### config.mk
export PLATFORM = sky130hd
export DESIGN_NAME = npc_redirect_unit
export DESIGN_NICKNAME = d
export VERILOG_FILES = /design/src/rtl/npc_redirect_unit_pkg.sv /design/src/rtl/npc_redirect_unit_target_calc.sv /design/src/rtl/npc_redirect_unit.sv
export SDC_FILE = /design/constraint.sdc
export NUM_CORES = 1
export LEC_CHECK = 0
export ABC_AREA = 1
export CORE_UTILIZATION = 52
export CTS_CLUSTER_DIAMETER = 50
export CTS_CLUSTER_SIZE = 30
export DETAILED_ROUTE_END_ITERATION = 7
export PLACE_DENSITY = 0.83
export SLEW_MARGIN = 20
export SYNTH_ARGS = -nofsm -noshare
export SYNTH_HDL_FRONTEND = slang
export SYNTH_HIERARCHICAL = 1
export SYNTH_SLANG_ARGS = --single-unit
### constraint.sdc
create_clock -name clk_i -period 4.01 [get_ports clk_i]
set_input_delay 1.0025 -clock clk_i [delete_from_list [all_inputs] [get_ports clk_i]]
set_output_delay 1.0025 -clock clk_i [all_outputs]
set_load 0.02 [all_outputs]
### src/rtl/npc_redirect_unit_pkg.sv
// npc_redirect_unit_pkg
//   Definitions shared by the IF-stage next-PC unit, the ID decoder and the
//   hazard unit: 3-bit next-PC kind encodings and the default fetch window.
//   Contents:
//     NPC_NONE/NPC_BR/NPC_J/NPC_JR/NPC_BRL  id_kind encodings
//     NPC_RESET_PC     fetch address loaded on reset
//     NPC_IMEM_LIMIT   highest legal instruction address (inclusive)
package npc_redirect_unit_pkg;

    localparam logic [2:0] NPC_NONE = 3'd0;
    localparam logic [2:0] NPC_BR   = 3'd1;  // conditional branch
    localparam logic [2:0] NPC_J    = 3'd2;  // J / JAL, region jump
    localparam logic [2:0] NPC_JR   = 3'd3;  // JR / JALR, register target
    localparam logic [2:0] NPC_BRL  = 3'd4;  // branch-likely

    localparam logic [31:0] NPC_RESET_PC   = 32'h0000_3000;
    localparam logic [31:0] NPC_IMEM_LIMIT = 32'h0000_6FFF;

    // Sign-extended, word-scaled branch offset.
    function automatic logic [31:0] npc_br_offset(input logic [15:0] imm16);
        return {{14{imm16[15]}}, imm16, 2'b00};
    endfunction

endpackage

### src/rtl/npc_redirect_unit_target_calc.sv
// npc_target_calc
//   Pure combinational redirect target mux for the ID-resolved control
//   transfer, plus the link address. Branch-likely resolves exactly like a
//   plain branch here; only its not-taken squash lives in the top level.
//   Ports:
//     kind_i      id_kind encoding (NPC_*)
//     cmp_i       branch condition from the ID comparator
//     pc_i        PC of the instruction in ID
//     imm16_i     branch offset field
//     jidx_i      jump index field
//     rs_data_i   forwarded rs value (register jump target)
//     taken_o     instruction transfers control
//     target_o    redirect address (mod 2^32)
//     link_addr_o pc_i + 8
module npc_target_calc
    import npc_redirect_unit_pkg::*;
(
    input  logic [2:0]  kind_i,
    input  logic        cmp_i,
    input  logic [31:0] pc_i,
    input  logic [15:0] imm16_i,
    input  logic [25:0] jidx_i,
    input  logic [31:0] rs_data_i,
    output logic        taken_o,
    output logic [31:0] target_o,
    output logic [31:0] link_addr_o
);

    logic [31:0] pc_plus4;

    assign pc_plus4    = pc_i + 32'd4;
    assign link_addr_o = pc_i + 32'd8;

    always_comb begin
        taken_o  = 1'b0;
        target_o = pc_plus4;
        case (kind_i)
            NPC_BR, NPC_BRL: begin
                taken_o  = cmp_i;
                target_o = pc_plus4 + npc_br_offset(imm16_i);
            end
            NPC_J: begin
                taken_o  = 1'b1;
                // Region comes from the delay-slot address, not id_pc.
                target_o = {pc_plus4[31:28], jidx_i, 2'b00};
            end
            NPC_JR: begin
                taken_o  = 1'b1;
                target_o = rs_data_i;
            end
            default: begin
                taken_o  = 1'b0;
                target_o = pc_plus4;
            end
        endcase
    end

endmodule

### src/rtl/npc_redirect_unit.sv
// npc_redirect_unit
//   IF-stage PC register and next-PC redirect. Consumes the ID-stage branch
//   decision and steers the fetch address, honouring one MIPS delay slot: the
//   target is loaded the clock after resolution, by which time the slot at
//   id_pc+4 is already in IF. A redirect resolved while fetch is held is
//   latched (PEND) and applied once the hold drops.
//   Optional feature macro: NPC_BRANCH_LIKELY_EN (squash delay slot of a
//   not-taken branch-likely via nullify_if_o). Undefined: nullify_if_o = 0.
//   Ports:
//     clk_i, reset_i          clock, synchronous active-high reset
//     if_hold_i               IF may not advance this cycle
//     id_stall_i              ID frozen, compare operands not final
//     id_valid_i              ID holds a real instruction
//     id_kind_i               NPC_* kind
//     id_cmp_i                branch condition
//     id_pc_i, id_imm16_i, id_jidx_i, id_rs_data_i   target operands
//     pc_if_o                 registered fetch address
//     link_addr_o             id_pc + 8
//     redirect_pending_o      latched target waiting for hold release
//     nullify_if_o            squash the slot entering IF/ID
//     adel_if_o               fetch address misaligned or out of window
module npc_redirect_unit
    import npc_redirect_unit_pkg::*;
#(
    parameter logic [31:0] RESET_PC   = NPC_RESET_PC,
    parameter logic [31:0] IMEM_LIMIT = NPC_IMEM_LIMIT
) (
    input  logic        clk_i,
    input  logic        reset_i,
    input  logic        if_hold_i,
    input  logic        id_stall_i,
    input  logic        id_valid_i,
    input  logic [2:0]  id_kind_i,
    input  logic        id_cmp_i,
    input  logic [31:0] id_pc_i,
    input  logic [15:0] id_imm16_i,
    input  logic [25:0] id_jidx_i,
    input  logic [31:0] id_rs_data_i,
    output logic [31:0] pc_if_o,
    output logic [31:0] link_addr_o,
    output logic        redirect_pending_o,
    output logic        nullify_if_o,
    output logic        adel_if_o
);

    localparam logic ST_RUN  = 1'b0;
    localparam logic ST_PEND = 1'b1;

    logic        taken;
    logic [31:0] target;
    logic        resolve;

    logic [31:0] pc_q, pc_d;
    logic [31:0] pend_target_q, pend_target_d;
    logic        state_q, state_d;

    npc_target_calc u_target_calc (
        .kind_i      (id_kind_i),
        .cmp_i       (id_cmp_i),
        .pc_i        (id_pc_i),
        .imm16_i     (id_imm16_i),
        .jidx_i      (id_jidx_i),
        .rs_data_i   (id_rs_data_i),
        .taken_o     (taken),
        .target_o    (target),
        .link_addr_o (link_addr_o)
    );

    // Operands are only trusted once ID is no longer stalled.
    assign resolve = id_valid_i & ~id_stall_i & taken;

    always_comb begin
        pc_d          = pc_q;
        pend_target_d = pend_target_q;
        state_d       = state_q;
        if (if_hold_i) begin
            // PC frozen; a redirect resolving now is parked (last one wins).
            if (resolve) begin
                pend_target_d = target;
                state_d       = ST_PEND;
            end
        end else if (resolve) begin
            // A fresh resolution supersedes any parked target.
            pc_d    = target;
            state_d = ST_RUN;
        end else if (state_q == ST_PEND) begin
            pc_d    = pend_target_q;
            state_d = ST_RUN;
        end else begin
            pc_d = pc_q + 32'd4;
        end
    end

    always_ff @(posedge clk_i) begin
        if (reset_i) begin
            pc_q          <= RESET_PC;
            pend_target_q <= 32'd0;
            state_q       <= ST_RUN;
        end else begin
            pc_q          <= pc_d;
            pend_target_q <= pend_target_d;
            state_q       <= state_d;
        end
    end

`ifdef NPC_BRANCH_LIKELY_EN
    logic nullify_q, nullify_d;
    logic brl_not_taken;

    assign brl_not_taken = id_valid_i & ~id_stall_i & ~id_cmp_i
                         & (id_kind_i == NPC_BRL);

    // Set wins over clear; otherwise held until a cycle where IF advances.
    always_comb begin
        nullify_d = nullify_q;
        if (brl_not_taken)
            nullify_d = 1'b1;
        else if (nullify_q && !if_hold_i)
            nullify_d = 1'b0;
    end

    always_ff @(posedge clk_i) begin
        if (reset_i)
            nullify_q <= 1'b0;
        else
            nullify_q <= nullify_d;
    end

    assign nullify_if_o = nullify_q;
`else
    assign nullify_if_o = 1'b0;
`endif

    assign pc_if_o            = pc_q;
    assign redirect_pending_o = (state_q == ST_PEND);
    assign adel_if_o          = (pc_q[1:0] != 2'b00) | (pc_q < RESET_PC)
                              | (pc_q > IMEM_LIMIT);

endmodule

==> run_results.csv <==
group,metric,value,unit
cts,cts.sinks,65,
placed_design,port_buffers,180,
setup_path,cp-end-kind,"flop",
synthesis,ys.flop_type,"dfxtp_1",
synthesis,ys_types,51,
floorplan,rows,44,
synthesis,synth_seq_cells,65,
min_path,whs_path_depth,2,
sta,finalCritPeriodShare,1.06,
floorplan,fp.dieH,125,µm
setup_path,crit_chain,"clkdlybuf4s50_1 > buf_4 > inv_2 > nor3_4 > nand2_2 > nor2_2 > nand2_1 > xor2_1 > buf_4 > inv_1 > ha_1 > a21o_1 > nor2_2 > nand2_1 > inv_1 > nand2_1 > a21oi_1 > nand2_1 > nand3_1 > nand3_2 > a211oi_2 > a21oi_1",
synthesis,synth.most_common_cell,"nand2_1",
placed_design,dp_cells,1893,
cts,numCtsBuffers,9,
placed_design,dp_hpwl,25600,µm
min_path,holdCritPathClass,"flop to flop",
drt,vias,11300,
layout,diodes,0,
synthesis,synth_area,0.00790,mm²
synthesis,synth_warnings,6,
drt,drtIter0Drc,1380,
outcome,violations,"design-rule violations, negative setup slack",
power_and_ir_drop,vdd_drop_max,287,µV
sta,rsz0062_at_grt,"true",
floorplan,die-area,0.0157,mm²
layout,syn_to_final_growth,57.1,%
floorplan,core,0.0147,mm²
sta,hold_ws,0.451,ns
setup_path,path_max_fanout,3,
setup_path,path_common_cell,"nand2_1",
synthesis,synthesis.nets,1518,
cts,h-tree-depth,3,
layout,final_cells,1923,
outcome,status,"finished with violations",
cts,clkTransAtPathRegs,0.05,ns
layout,seqCellArea,0.00130,mm²
drt,drt_wl_total,36500,µm
layout,drive_gt1_frac,0.246,
power_and_ir_drop,p_per_area,229,mW/mm²
drt,antenna_left,0,
floorplan,io_pins,182,
cts,clockBufferDepth,2,
synthesis,synth-edff-count,0,
global_routing,grt.total_usage,0.413,
floorplan,fp.dieW,125,µm
synthesis,yosysTopAreaCell,"nand2_1",
sta,fin_skew,0.00789,ns
drt,drc_errors,13,
drt,wl_per_cell,19.0,µm
sta,finalHoldViolCount,0,
placed_design,place_ws,-0.633,ns
setup_path,cp_slowest_cell,"clkdlybuf4s50_1",
global_routing,grt-ovfl-total,0,
sta,worst_pin_slew,0.522,ns
cts,clk_latency,0.33,ns
setup_path,startpoint_type,"input pin",
cts,cts_root_buf,"clkbuf_16",
drt,firstDrtPassIters,8,
placed_design,routabilityCongestion,1.03,
sta,finalMaxSlewViolations,0,
synthesis,syn_inst,1364,
global_routing,grt_antenna_before_repair,0,
global_routing,first_global_vias,10500,
setup_path,crit_type,"input pin to flop",
sta,min_period,4.26,ns
global_routing,grt_pass1_wl,51800,µm
layout,nets,1888,
synthesis,yosysSeqAreaShare,0.165,
setup_path,crit_path_max_incr_delay,0.50,ns
sta,fin_ws,-0.252,ns
sta,max_clock_freq,235,MHz
cts,cts_tree,"yes",
synthesis,synth_area_per_cell,5.79,µm²
setup_path,worst_r2r_path_depth,9,
synthesis,async_flop_share,0,
setup_path,cp_data_required_time,4.23,ns
job,max_cap_viol_count,0,
cts,postCtsHoldBufs,0,
sta,timing.slew.headroom,0.652,
layout,multi_input_area,0.00644,mm²
floorplan,start_util,0.538,
setup_path,arrival,4.48,ns
sta,setup_viol,11,
global_routing,grt_max_degree,60,
drt,via_per_inst,5.89,
layout,final_core_utilization,0.845,
synthesis,synth.area.top_cells,"nand2_1 (18%), dfxtp_1 (16%), inv_1 (7.9%), nor2_1 (7.6%), nand3_1 (6.1%)",
synthesis,yosys.area.top_type_share,0.183,
layout,final.fill_count,916,
synthesis,synth_common_cells,"nand2_1 (386), inv_1 (167), nor2_1 (159)",
power_and_ir_drop,p_leak,5.70,nW
area by class of cell:
type,count,area share
clock inverters,4,0.00605
inverters,173,0.0525
flip-flops and latches,65,0.105
repair buffers,400,0.279
clock buffers,12,0.0207
well taps,184,0.0185
multi-input cells,1085,0.518
report_power, final:
part           switching, mW  total [mW]  internal, mW
registers             0.0340       0.709         0.675
logic                  0.710        1.27         0.560
clock network          0.286       0.864         0.578
total                   1.03        2.84          1.81
state kept, by name, indices dropped and copies added (netlist names):
| name | cells |
|---|---|
| pend_target_q | 32 |
| redirect_pending_o | 1 |
| pc_if_o | 32 |
worst max-delay path, delay by kind of cell:
kind,cells,cell delay [ns]
AND/OR/NAND/NOR,10,1.29
buffers and inverters,6,0.98
AO/OA/AOI/OAI,4,0.67
adder cells (fa/ha/maj),1,0.32
XOR/XNOR,1,0.20
metrics by stage:
stage                     TNS [ns]  power (mW)  instance area [µm²]
after detailed placement    -24.26        1.83                11300
after global routing         -4.24        2.95                12400
after CTS                 -0.00229        2.71                11900
final                        -1.04        2.84                12400
after global placement      -20.52        1.80                11300
after floorplan                  0        1.26                 7900
layout by cell type (no fill, tap or decap), types with 32 or more instances in the layout:
cell type,n
nand3_1,88
xor2_1,34
a21oi_1,79
nor2_2,32
nand2_2,34
inv_1,164
buf_4,217
o21ai_0,75
nor2_1,134
nand2_1,364
clkdlybuf4s50_1,140
dfxtp_1,65
timing repair:
action / 4_1_cts / 5_1_grt
resized for setup: 94 / 103
setup endpoints to repair: 56 / 61
setup buffers: 5 / 9
pin swaps: 7 / 36
final timing paths:
| check | slack (ns) | end | from |
|---|---|---|---|
| max | -0.25 | pc_if_o[31]$_SDFFE_PP0N_ | id_pc_i[14] |
| max reg2reg | 2.08 | pc_if_o[16]$_SDFFE_PP0N_ | pc_if_o[2]$_SDFFE_PP0N_ |
| min | 0.45 | pend_target_q[8]$_SDFFE_PP0P_ | pend_target_q[8]$_SDFFE_PP0P_ |
| min reg2reg | 0.45 | pend_target_q[8]$_SDFFE_PP0P_ | pend_target_q[8]$_SDFFE_PP0P_ |
per-layer routing:
layer | up-vias | track usage | wire [µm]
met5 | - | 0 | 0
met2 | 828 | 0.712 | 16800
met1 | 5096 | 0.480 | 13100
li1 | 5153 | - | -
met3 | 256 | 0.0526 | 3570
met4 | 0 | 0.279 | 3000
cells by family (layout without fill, tap and decap cells):
logic type | after synthesis | in the layout | share of synthesized area
simple gates | 739 | 739 | 0.418
compound gates | 243 | 243 | 0.178
buf+inv | 214 | 589 | 0.106
flops | 65 | 65 | 0.165
xor+xnor | 63 | 63 | 0.0698
fa+ha+maj | 39 | 39 | 0.0627
other cells | 1 | 1 | 0.000474
Note: power is estimated with default switching activity, not from simulation.
